### src/rtl/simon_pkg.sv
// Shared constants, state type and word helpers for the Simon 32/64 encryptor.
package simon_pkg;

  localparam int unsigned WORD_W     = 16;
  localparam int unsigned KEY_WORDS  = 4;
  localparam int unsigned NUM_ROUNDS = 32;

  // z0[0] is the leftmost (MSB) bit of this literal.
  localparam logic [61:0] Z0 = 62'b11111010001001010110000111001101111101000100101011000011100110;

  typedef enum logic {StIdle, StRun} state_e;

  function automatic logic z0_bit(input logic [4:0] idx);
    logic [5:0] pos;
    pos = 6'd61 - {1'b0, idx};
    return Z0[pos];
  endfunction

  function automatic logic [WORD_W-1:0] rotl1(input logic [WORD_W-1:0] w);
    return {w[14:0], w[15]};
  endfunction

  function automatic logic [WORD_W-1:0] rotl2(input logic [WORD_W-1:0] w);
    return {w[13:0], w[15:14]};
  endfunction

  function automatic logic [WORD_W-1:0] rotl8(input logic [WORD_W-1:0] w);
    return {w[7:0], w[15:8]};
  endfunction

  function automatic logic [WORD_W-1:0] rotr1(input logic [WORD_W-1:0] w);
    return {w[0], w[15:1]};
  endfunction

  function automatic logic [WORD_W-1:0] rotr3(input logic [WORD_W-1:0] w);
    return {w[2:0], w[15:3]};
  endfunction

  // Folds the ~k_i inversion and the ^16'h0003 into one mask: ~k ^ 3 ^ z == k ^ fffc ^ z.
  function automatic logic [WORD_W-1:0] key_const(input logic z);
    return 16'hfffc ^ {15'd0, z};
  endfunction

  function automatic logic [WORD_W-1:0] round_x(input logic [WORD_W-1:0] x,
                                                input logic [WORD_W-1:0] y,
                                                input logic [WORD_W-1:0] k);
    return y ^ (rotl1(x) & rotl8(x)) ^ rotl2(x) ^ k;
  endfunction

endpackage

### src/rtl/simon_key_step.sv
// Combinational Simon 32/64 key-schedule step: produces k_{i+4} from k_i, k_{i+1}, k_{i+3}, z0[i].
module simon_key_step
  import simon_pkg::*;
(
  input  logic [WORD_W-1:0] i_k0,
  input  logic [WORD_W-1:0] i_k1,
  input  logic [WORD_W-1:0] i_k3,
  input  logic              i_z,
  output logic [WORD_W-1:0] o_k4
);

  logic [WORD_W-1:0] w_tmp0;
  logic [WORD_W-1:0] w_tmp1;

  assign w_tmp0 = rotr3(i_k3) ^ i_k1;
  assign w_tmp1 = w_tmp0 ^ rotr1(w_tmp0);
  assign o_k4   = i_k0 ^ w_tmp1 ^ key_const(i_z);

endmodule

### src/rtl/simon_newer.sv
// Iterative Simon 32/64 encryptor, one round per clock, round keys generated on the fly.
// Optional busy output enabled by defining SIMON_BUSY_PORT_EN.
module simon_newer
  import simon_pkg::*;
(
  input  logic        clk,
  input  logic        reset,
  input  logic        start,
  input  logic [63:0] key,
  input  logic [31:0] plain_text,
  output logic [31:0] cipher_text,
  output logic        done
`ifdef SIMON_BUSY_PORT_EN
  ,
  output logic        busy
`endif
);

  state_e                          r_state;
  state_e                          w_state_next;
  logic   [4:0]                    r_round;
  logic   [WORD_W-1:0]             r_x;
  logic   [WORD_W-1:0]             r_y;
  logic   [KEY_WORDS*WORD_W-1:0]   r_key;
  logic   [31:0]                   r_ct;
  logic                            r_done;

  logic                            w_accept;
  logic                            w_finish;
  logic   [WORD_W-1:0]             w_x_next;
  logic   [WORD_W-1:0]             w_k4;

  simon_key_step u_key_step (
    .i_k0 (r_key[15:0]),
    .i_k1 (r_key[31:16]),
    .i_k3 (r_key[63:48]),
    .i_z  (z0_bit(r_round)),
    .o_k4 (w_k4)
  );

  assign w_x_next = round_x(r_x, r_y, r_key[15:0]);

  always_comb begin
    w_state_next = r_state;
    w_accept     = 1'b0;
    w_finish     = 1'b0;
    unique case (r_state)
      StIdle: begin
        if (start) begin
          w_accept     = 1'b1;
          w_state_next = StRun;
        end
      end
      StRun: begin
        if (r_round == 5'(NUM_ROUNDS - 1)) begin
          w_finish     = 1'b1;
          w_state_next = StIdle;
        end
      end
      default: w_state_next = StIdle;
    endcase
  end

  always_ff @(posedge clk) begin
    if (!reset) begin
      r_state <= StIdle;
    end else begin
      r_state <= w_state_next;
    end
  end

  always_ff @(posedge clk) begin
    if (!reset) begin
      r_round <= 5'd0;
      r_x     <= '0;
      r_y     <= '0;
      r_key   <= '0;
      r_ct    <= 32'h0;
      r_done  <= 1'b0;
    end else if (w_accept) begin
      r_x     <= plain_text[31:16];
      r_y     <= plain_text[15:0];
      r_key   <= key;
      r_round <= 5'd0;
      r_done  <= 1'b0;
    end else if (r_state == StRun) begin
      // Key register slides one word per round so k_i is always the low word.
      r_x     <= w_x_next;
      r_y     <= r_x;
      r_key   <= {w_k4, r_key[63:16]};
      r_round <= r_round + 5'd1;
      if (w_finish) begin
        r_ct   <= {w_x_next, r_x};
        r_done <= 1'b1;
      end
    end
  end

  assign cipher_text = r_ct;
  assign done        = r_done;

`ifdef SIMON_BUSY_PORT_EN
  assign busy = (r_state == StRun);
`endif

endmodule

### config.mk
export PLATFORM = sky130hd
export DESIGN_NAME = simon_newer
export DESIGN_NICKNAME = d
export VERILOG_FILES = /design/src/rtl/simon_pkg.sv /design/src/rtl/simon_key_step.sv /design/src/rtl/simon_newer.sv
export SDC_FILE = /design/constraint.sdc
export NUM_CORES = 1
export LEC_CHECK = 0
export CAP_MARGIN = 20
export CORE_ASPECT_RATIO = 0.8
export CORE_MARGIN = 2
export CORE_UTILIZATION = 45
export CTS_CLUSTER_DIAMETER = 80
export DETAILED_ROUTE_END_ITERATION = 10
export DONT_BUFFER_PORTS = 1
export PLACE_DENSITY_LB_ADDON = 0.25
export SETUP_SLACK_MARGIN = 0.1
export SLEW_MARGIN = 10
export SYNTH_ARGS = -nofsm -noshare
export SYNTH_HDL_FRONTEND = slang
export SYNTH_SLANG_ARGS = --single-unit
### constraint.sdc
create_clock -name clk -period 1.9 [get_ports clk]
set_clock_uncertainty 0.2 [all_clocks]
set_input_delay 0.285 -clock clk [delete_from_list [all_inputs] [get_ports clk]]
set_output_delay 0.285 -clock clk [all_outputs]
set_load 0.01 [all_outputs]
==> results of run 1 <==
## metrics by stage
step	utilization	power, W	hold WS [ns]	instances
3_3_place_gp	0.477	0.00461	0.223	973
3_5_place_dp	0.477	0.00463	0.225	973
4_1_cts	0.524	0.00806	-0.216	1013
6_report	0.546	0.00808	-0.180	1021
5_1_grt	0.546	0.00845	-0.222	1021
2_1_floorplan	-	0.00439	0.279	801
## cell type report
type	instances	area (sq um)	area share
Antenna cell	1	2.50	0.000292
Clock buffer	19	453	0.0529
Clock inverter	12	151	0.0177
Inverter	3	11.3	0.00131
Multi-Input combinational cell	604	4510	0.527
Sequential cell	135	2720	0.318
Tap cell	215	269	0.0314
Timing Repair Buffer	32	443	0.0517
## what timing repair did
action                                  CTS  global route
buffers inserted                          1             3
gates cloned                              1             4
pin swaps                                 5            41
resized for setup                         7            68
endpoints found under the hold margin   135           128
endpoints found under the setup margin   33            25
## worst max-delay path: stages, from the launching register on
cell and delay (ns):
dfxtp_4 0.37, ha_4 0.31, mux2i_1 0.09, a221o_1 0.34, o21ai_2 0.17, o211ai_1 0.14, a211oi_2 0.18
## power groups by stage
stage,Sequential (W),Clock [W],Combinational (W)
floorplan,0.00323,0,0.00117
global placement,0.00334,0,0.00127
detailed placement,0.00334,0,0.00129
CTS,0.00328,0.00345,0.00132
global route,0.00333,0.00360,0.00151
finish,0.00331,0.00340,0.00138
## flip-flops by register name (all words and copies together) (netlist names)
name         cells
r_x             16
r_round          5
r_y             16
cipher_text     32
r_key           64
r_state          1
done             1
## worst paths after layout
| kind | startpoint | to |
|---|---|---|
| max | r_round[1]$_SDFFE_PP0P_ | r_key[48]$_SDFFE_PN0P_ |
| min | reset | r_key[34]$_SDFFE_PN0P_ |
| max reg2reg | r_round[1]$_SDFFE_PP0P_ | r_key[48]$_SDFFE_PN0P_ |
| min reg2reg | cipher_text[5]$_SDFFE_PN0P_ | cipher_text[5]$_SDFFE_PN0P_ |
## cell families after synthesis
logic type	after synthesis
and+or+nand+nor	256
AOI/OAI and AO/OA	144
DFF	135
muxes	99
xor gates and xnor gates	98
buffers and inverters	62
adders and majority gates	7
## cells in the mapped netlist (all sizes together), types with 2 or more instances
master and count:
nand2 164, dfxtp 135, xnor2 77, mux2i 67, and2 66, o21ai 66, o211a 46, clkbuf 33
mux2 32, buf 26, xor2 20, a21boi 17, a21oi 7, ha 7, nor2b 7, nor2 5
inv 3, nor3b 3, nand2b 2, nand3 2, nor3 2
## metal layers
metal  track usage  vias to the layer above  part of all wire
li1              -                     2686                 -
met1         0.278                     2589              0.44
met2         0.345                      146              0.46
met3        0.0965                       22             0.087
met4        0.0667                        0             0.011
met5             0                        -                 0
==> run_results.csv, run 1 <==
group,metric,value,unit
status,status,"finished with violations",
status,violations,"hold timing",
die,io_pins,132,
placement,io_buffer_count,0,
detailed_routing,wirelength,19300,microns
synth,async_flop_share,0,
global_route,grt-ovfl-total,0,
sta,layout_min_cycle_time,1.87,ns
synth,yosysTopAreaCell,"dfxtp_1",
placement,placed_area,7490,sq um
power_and_ir_drop,p_comb_frac,0.170,
synth,synth_top_cell_area_share,0.375,
power_and_ir_drop,p_sw,0.00219,W
sta,hold_violations,118,
setup_path,start_kind,"register",
power_and_ir_drop,peakVddDrop,0.000623,V
synth,synth_seq_cells,135,
setup_path,required,2.05,ns
global_route,grt_pass1_vias,5376,
synth,synth_cell_types,43,
hold_path,min_path_cells,1,
final_layout,finalNetCount,899,
die,start_util,0.459,
detailed_routing,wire_per_inst,18.9,microns
final_layout,fillers,1429,
die,fp.dieArea,17000,sq um
setup_path,end_kind,"register",
placement,dpl_worst_slack,0.0173,ns
sta,hold_ws,-0.180,ns
synth,synthMuxAreaShare,0.143,
setup_path,path_max_fanout,6,
clocking,clk_pin_slew,0.06,ns
setup_path,reg2reg_depth,6,
sta,post-route-period-util,0.984,
die,placementRows,41,
power_and_ir_drop,p_int,0.00589,W
synth,synth.net_count,907,
sta,setup_viol,0,
die,core_area,15700,sq um
synth,syn_avg_cell_area,8.99,sq um
synth,synth_top_family_by_area,"simple AND/OR/NAND/NOR gates",
synth,synthAdderAreaFrac,0.0122,
setup_path,crit_arrival,2.02,ns
sta,setup_slack,0.0307,ns
clocking,cts.sinks,135,
synth,yosys_warnings,0,
clocking,ctsHtreeMaxLevel,4,
hold_path,hp-class,"in -> reg",
die,die_w,145,microns
setup_path,critPathKind,"reg -> reg",
synth,ys_seq_area_frac,0.375,
synth,synth-simple-area-share,0.165,
sta,max_freq,0.535,GHz
synth,syn_inst,801,
clocking,cts_inserted_buffers,17,
clocking,clk_latency,0.43,ns
power_and_ir_drop,leakagePower,3.78,nW
detailed_routing,firstDrtPassIters,6,
final_layout,drive_gt1_frac,0.163,
global_route,grt_usage,0.221,
detailed_routing,drt_iter0_markers,365,
detailed_routing,vias,5443,
power_and_ir_drop,sequentialPowerShare,0.409,
synth,synth_xor_area_frac,0.124,
synth,synth_compound_area_frac,0.144,
power_and_ir_drop,netSwitchingFraction,0.271,
die,dieHeight,117,microns
sta,rsz0062_at_grt,"yes",
final_layout,layout_commonest_cell,"nand2_1",
global_route,grt_pass1_wl,29100,microns
placement,hpwlAfterDp,12500,microns
detailed_routing,post_drt_via_cell_ratio,5.33,
synth,synth_edf_count,0,
synth,synthFlopType,"dfxtp_1",
clocking,cts_tree,"built",
clocking,clock_path_buffers,2,
final_layout,final_cell_area,8570,sq um
power_and_ir_drop,p_per_area,944,nW/um^2
power_and_ir_drop,pwr-share-clk,0.421,
global_route,grt_antenna_before_repair,1,
sta,tightest_slew,0.492,ns
final_layout,mostFrequentLayoutCells,"nand2_1 (133), dfxtp_1 (125), xnor2_1 (74)",
placement,routabilityCongestion,0.831,
synth,synth.area.top_cells,"dfxtp_1 (38%), xnor2_1 (9.4%), mux2i_1 (9.3%)",
sta,max-slew-margin-rel,0.672,
detailed_routing,drc,0,
setup_path,r2r_slack,0.03,ns
clocking,postCtsHoldBufs,7,
sta,tns,0,ns
final_layout,area_growth,19.0,%
detailed_routing,ant_nets,0,
synth,netlist_area,7200,sq um
global_route,grt_max_degree,136,
run,max-cap-violations,0,
clocking,root_buffer,"clkbuf_16",
sta,final-max-slew-violation-count,0,
(Power assumes the default switching activity.)
==> inputs of run 2 (changes only) <==
--- a/config.mk
+++ b/config.mk
@@ -13,6 +13,7 @@
 export DETAILED_ROUTE_END_ITERATION = 10
 export DONT_BUFFER_PORTS = 1
 export PLACE_DENSITY_LB_ADDON = 0.25
+export REMOVE_ABC_BUFFERS = 1
 export SETUP_SLACK_MARGIN = 0.1
 export SLEW_MARGIN = 10
 export SYNTH_ARGS = -nofsm -noshare
==> run 2 against run 1 <==
Effect of this change: the flow still finishes with violations (hold timing); die area unchanged; via count down 0.99%; worst hold slack worse by 0.020 ns; first-iteration DRC count down 16%; global-route usage down 0.59 points; combinational power down 6%; total power down 4.0%; clock-buffer cell count up 3; clock power down 6.2%; cell area down 3.1%; highest routed layer unchanged.
==> run_results.csv, run 2 (synthesized netlist as in run 1, its figures left out) <==
group,metric,value,unit
sta,final-max-slew-violation-count,0,
placement,io_buffer_count,0,
final_layout,area_growth,15.2,%
clocking,cts.sinks,135,
setup_path,start_kind,"register",
detailed_routing,ant_nets,0,
detailed_routing,drt_iter0_markers,305,
sta,max_freq,0.541,GHz
detailed_routing,firstDrtPassIters,4,
status,status,"finished with violations",
final_layout,mostFrequentLayoutCells,"nand2_1 (163), dfxtp_1 (130), xnor2_1 (77)",
die,die_w,145,microns
sta,setup_viol,0,
hold_path,min_path_cells,1,
clocking,ctsHtreeMaxLevel,4,
setup_path,path_max_fanout,4,
setup_path,critPathBufInv,1,
global_route,global_route.usage.met3,0.0740,
hold_path,min_from,"reset",
status,violations,"hold timing",
final_layout,layout_commonest_cell,"nand2_1",
global_route,gr-usage-met2,0.356,
sta,tightest_slew,0.366,ns
final_layout,largest_register_ffs,64,
setup_path,cp_cell_sequence,"ha_4, buf_6, mux2_4, nand2_1, a21o_1, o211ai_1, a211oi_2",
sta,rsz0062_at_grt,"yes",
clocking,clk_latency,0.42,ns
clocking,root_buffer,"clkbuf_16",
setup_path,end_kind,"register",
global_route,grt_pass1_wl,28400,microns
power_and_ir_drop,p_per_area,935,nW/um^2
final_layout,multi_input_area,4330,sq um
detailed_routing,post_drt_via_cell_ratio,5.28,
die,dieHeight,117,microns
final_layout,register_area,2720,sq um
global_route,grtUsageMet1,0.271,
clocking,clk_pin_slew,0.06,ns
die,placementRows,41,
sta,setup_slack,0.0501,ns
sta,hold_ws,-0.200,ns
clocking,postCtsHoldBufs,6,
setup_path,startpoint,"r_round[1]$_SDFFE_PP0P_",
setup_path,crit_arrival,2.00,ns
run,max-cap-violations,0,
hold_path,min_to,"r_key[46]$_SDFFE_PN0P_",
detailed_routing,drc,0,
die,fp.dieArea,17000,sq um
placement,hpwlAfterDp,11900,microns
setup_path,required,2.05,ns
die,start_util,0.459,
detailed_routing,vias,5389,
setup_path,critPathTopFamily,"compound AO/OA/AOI/OAI gates",
setup_path,r2r_slack,0.05,ns
global_route,grt_pass1_vias,5240,
power_and_ir_drop,leakagePower,3.64,nW
final_layout,final_cells,1020,
setup_path,critPathKind,"reg -> reg",
setup_path,reg2reg_depth,7,
clocking,cts_tree,"built",
placement,dpl_worst_slack,-0.143,ns
final_layout,fillers,1435,
sta,max-slew-margin-rel,0.756,
power_and_ir_drop,peakVddDrop,0.000583,V
detailed_routing,wirelength,18100,microns
global_route,grt_max_degree,136,
global_route,grt_antenna_before_repair,0,
detailed_routing,wire_per_inst,17.8,microns
setup_path,r2r_end,"r_key[48]$_SDFFE_PN0P_",
clocking,cts_inserted_buffers,17,
global_route,grt_usage,0.215,
hold_path,hp-class,"in -> reg",
setup_path,worst_path_max_delay_cell,"dfxtp_4",
setup_path,cpPeakStageDelay,0.36,ns
placement,dp.cells,975,
final_layout,num_antenna_cells,0,
final_layout,top_register,"r_key",
global_route,grt-ovfl-total,0,
final_layout,finalNetCount,899,
die,core_area,15700,sq um
clocking,clock_path_buffers,2,
setup_path,rr_startpoint,"r_round[1]$_SDFFE_PP0P_",
die,io_pins,132,
global_route,grt.busiest_layer,"met2",
sta,post-route-period-util,0.974,
sta,hold_violations,129,
sta,layout_min_cycle_time,1.85,ns
final_layout,drive_gt1_frac,0.112,
placement,routabilityCongestion,0.871,
run 2: worst max-delay path by stage:
stage / slack [ns] / cells after the start / end
floorplan: -3.42 / 3 / cipher_text[0]$_SDFFE_PN0P_
global placement: 0.007 / 6 / r_key[48]$_SDFFE_PN0P_
detailed placement: -0.14 / 6 / r_key[48]$_SDFFE_PN0P_
CTS: 0.03 / 8 / r_key[48]$_SDFFE_PN0P_
global route: -0.009 / 6 / r_key[48]$_SDFFE_PN0P_
finish: 0.05 / 7 / r_key[48]$_SDFFE_PN0P_
run 2: layer usage:
metal  vias to the layer above  wire (microns)
li1                       2683               -
met1                      2562            8350
met2                       133            8480
met3                        11            1170
met4                         0             131
met5                         -               0
run 2: power by group:
| part | total (W) | internal (W) | switching (W) |
|---|---|---|---|
| sequential | 0.00327 | 0.00302 | 0.000246 |
| combinational | 0.00130 | 0.000728 | 0.000571 |
| clock | 0.00319 | 0.00198 | 0.00121 |
| total | 0.00776 | 0.00573 | 0.00203 |
run 2: area by class of cell:
cell class              count  share of cell area
flip-flops and latches    135               0.327
clock inverters             9              0.0122
clock buffers              22              0.0559
multi-input cells         604               0.522
inverters                   3             0.00166
repair buffers             32              0.0481
well taps                 215              0.0324
run 2: timing repair:
item	CTS	global route
gates cloned	1	1
resized for setup	24	9
setup endpoints to repair	34	33
setup buffers	4	2
pin swaps	6	8
hold endpoints to repair	135	129
run 2: stage by stage:
stage | TNS (ns) | power (W) | utilization | hold WS [ns] | area [sq um]
global route | -0.00853 | 0.00814 | 0.529 | -0.225 | 8300
CTS | 0 | 0.00782 | 0.522 | -0.216 | 8200
global placement | 0 | 0.00455 | 0.474 | 0.221 | 7430
floorplan | -352.14 | 0.00432 | - | 0.207 | 6950
detailed placement | -0.148 | 0.00459 | 0.474 | 0.225 | 7430
finish | 0 | 0.00776 | 0.529 | -0.200 | 8300
==> inputs of run 3 (changes only) <==
==> constraint.sdc (replaced) <==
create_clock -name clk -period 1.6 [get_ports clk]
set_clock_uncertainty 0.2 [all_clocks]
set_input_delay 0.24 -clock clk [delete_from_list [all_inputs] [get_ports clk]]
set_output_delay 0.24 -clock clk [all_outputs]
set_load 0.01 [all_outputs]
==> run 3 against run 2 <==
Effect of this change: first-iteration DRC count up 15%; register-to-register slack worse by 0.38 ns; the flow finishes with violations (hold timing, setup timing); via count up 2.5%; highest routed layer unchanged; total power up 25%; critical endpoint unchanged; utilization up 4.4 points; cell count up 2.7%; sequential power up 20%; worst hold slack worse by 0.037 ns; clock power up 23%.
==> run_results.csv, run 3 (synthesized netlist as in run 1, its figures left out) <==
group,metric,value,unit
sta,layout_min_cycle_time,1.93,ns
global_route,grt_pass1_vias,5547,
setup_path,r2r_slack,-0.33,ns
status,status,"finished with violations",
detailed_routing,vias,5526,
final_layout,mostFrequentLayoutCells,"nand2_1 (160), dfxtp_1 (88), mux2i_1 (66)",
sta,hold_violations,135,
global_route,grt_antenna_before_repair,1,
global_route,grt_max_degree,136,
detailed_routing,drt_iter0_markers,351,
detailed_routing,wirelength,18600,microns
clocking,clock_path_buffers,2,
placement,dpl_worst_slack,-0.489,ns
clocking,cts.sinks,135,
die,io_pins,132,
detailed_routing,ant_nets,0,
hold_path,min_to,"r_key[46]$_SDFFE_PN0P_",
setup_path,end_kind,"register",
placement,routabilityCongestion,0.845,
setup_path,rr_startpoint,"r_round[1]$_SDFFE_PP0P_",
final_layout,utilization,0.572,
setup_path,critPathKind,"reg -> reg",
detailed_routing,firstDrtPassIters,5,
global_route,grt-ovfl-total,0,
setup_path,required,1.73,ns
hold_path,min_path_cells,1,
hold_path,min_from,"reset",
placement,hpwlAfterDp,12000,microns
placement,io_buffer_count,0,
sta,hold_ws,-0.237,ns
die,core_area,15700,sq um
final_layout,top_register,"r_key",
final_layout,drive_gt1_frac,0.252,
sta,rsz0062_at_grt,"yes",
detailed_routing,drc,0,
status,violations,"hold timing, setup timing",
power_and_ir_drop,p_per_area,1080,nW/um^2
detailed_routing,post_drt_via_cell_ratio,5.27,
die,dieHeight,117,microns
setup_path,reg2reg_depth,6,
final_layout,area_growth,24.7,%
sta,max-slew-margin-rel,0.745,
die,die_w,145,microns
power_and_ir_drop,peakVddDrop,0.000776,V
run,max-cap-violations,0,
clocking,clk_latency,0.42,ns
hold_path,hp-class,"in -> reg",
final_layout,largest_register_ffs,64,
setup_path,path_max_fanout,4,
final_layout,fillers,1374,
sta,setup_slack,-0.326,ns
setup_path,start_kind,"register",
global_route,grt_usage,0.218,
final_layout,register_area,2780,sq um
power_and_ir_drop,p_total,0.00970,W
die,start_util,0.459,
sta,post-route-period-util,1.20,
die,fp.dieArea,17000,sq um
sta,final-max-slew-violation-count,0,
power_and_ir_drop,leakagePower,3.92,nW
sta,setup_viol,34,
setup_path,r2r_end,"r_key[48]$_SDFFE_PN0P_",
final_layout,layout_commonest_cell,"nand2_1",
sta,max_freq,0.519,GHz
clocking,cts_inserted_buffers,17,
clocking,clk_pin_slew,0.06,ns
setup_path,crit_arrival,2.06,ns
clocking,ctsHtreeMaxLevel,4,
clocking,root_buffer,"clkbuf_16",
detailed_routing,wire_per_inst,17.8,microns
final_layout,finalNetCount,924,
final_layout,multi_input_area,4720,sq um
die,placementRows,41,
global_route,grt_pass1_wl,29300,microns
clocking,cts_tree,"built",
sta,tightest_slew,0.378,ns
## run 3: changes by cell type in the layout (fill, tap and decap cells not counted), moves of 4 or more
cell | previous run | this run
xnor2_4 | 0 | 6
dfxtp_1 | 130 | 88
xor2_1 | 19 | 7
buf_6 | 3 | 7
xor2_2 | 0 | 11
nand2_2 | 0 | 4
dfxtp_2 | 2 | 41
dlygate4sd3_1 | 6 | 0
buf_4 | 13 | 40
xnor2_2 | 0 | 22
xnor2_1 | 77 | 49
## run 3: per-layer routing
layer	part of all wire	vias up	GRT usage	wire length, microns
li1	-	2736	-	-
met1	0.45	2627	0.276	8310
met2	0.47	145	0.358	8810
met3	0.066	18	0.0620	1220
met4	0.016	0	0.0863	294
met5	0	-	0	0
## run 3: power by group
group | switching [W] | internal, W | total, W
Sequential | 0.000323 | 0.00361 | 0.00393
Combinational | 0.000774 | 0.00108 | 0.00185
Clock | 0.00153 | 0.00237 | 0.00391
## run 3: worst max-delay path by stage
stage                                  startpoint                          end  slack, ns
after global routing      r_round[1]$_SDFFE_PP0P_       r_key[48]$_SDFFE_PN0P_      -0.38
after global placement    r_round[1]$_SDFFE_PP0P_       r_key[48]$_SDFFE_PN0P_      -0.33
final                     r_round[1]$_SDFFE_PP0P_       r_key[48]$_SDFFE_PN0P_      -0.33
after floorplan                r_state$_SDFF_PN0_  cipher_text[0]$_SDFFE_PN0P_      -3.72
after detailed placement  r_round[1]$_SDFFE_PP0P_       r_key[48]$_SDFFE_PN0P_      -0.49
after CTS                 r_round[1]$_SDFFE_PP0P_       r_key[48]$_SDFFE_PN0P_      -0.32
## run 3: metrics by stage
step	hold slack (ns)	TNS, ns	std cells	area [sq um]
final	-0.237	-8.80	1048	8980
after global routing	-0.255	-10.17	1046	8980
after CTS	-0.258	-8.28	1042	8540
after detailed placement	0.179	-8.11	999	7610
after global placement	0.177	-7.14	999	7610
after floorplan	0.162	-392.64	742	6950
## run 3: what timing repair did
item,4_1_cts,5_1_grt
pin swaps,12,32
gates cloned,3,1
setup buffers,8,4
gates resized for setup,56,80
setup endpoints to repair,53,68
endpoints found under the hold margin,135,135
## run 3: worst max-delay path, stage by stage, from the launching register on
cell      delay (ns)
dfxtp_4         0.37
buf_6           0.14
ha_1            0.23
o31ai_1         0.30
a221oi_2        0.12
o2111a_1        0.29
a211oi_2        0.20
## run 3: cell type report
| type | count | area share |
|---|---|---|
| multi-input cells | 604 | 0.526 |
| flip-flops and latches | 135 | 0.309 |
| repair buffers | 57 | 0.0676 |
| clock buffers | 20 | 0.0508 |
| well taps | 215 | 0.0300 |
| clock inverters | 12 | 0.0141 |
| inverters | 3 | 0.00209 |
| diodes | 2 | 0.000557 |
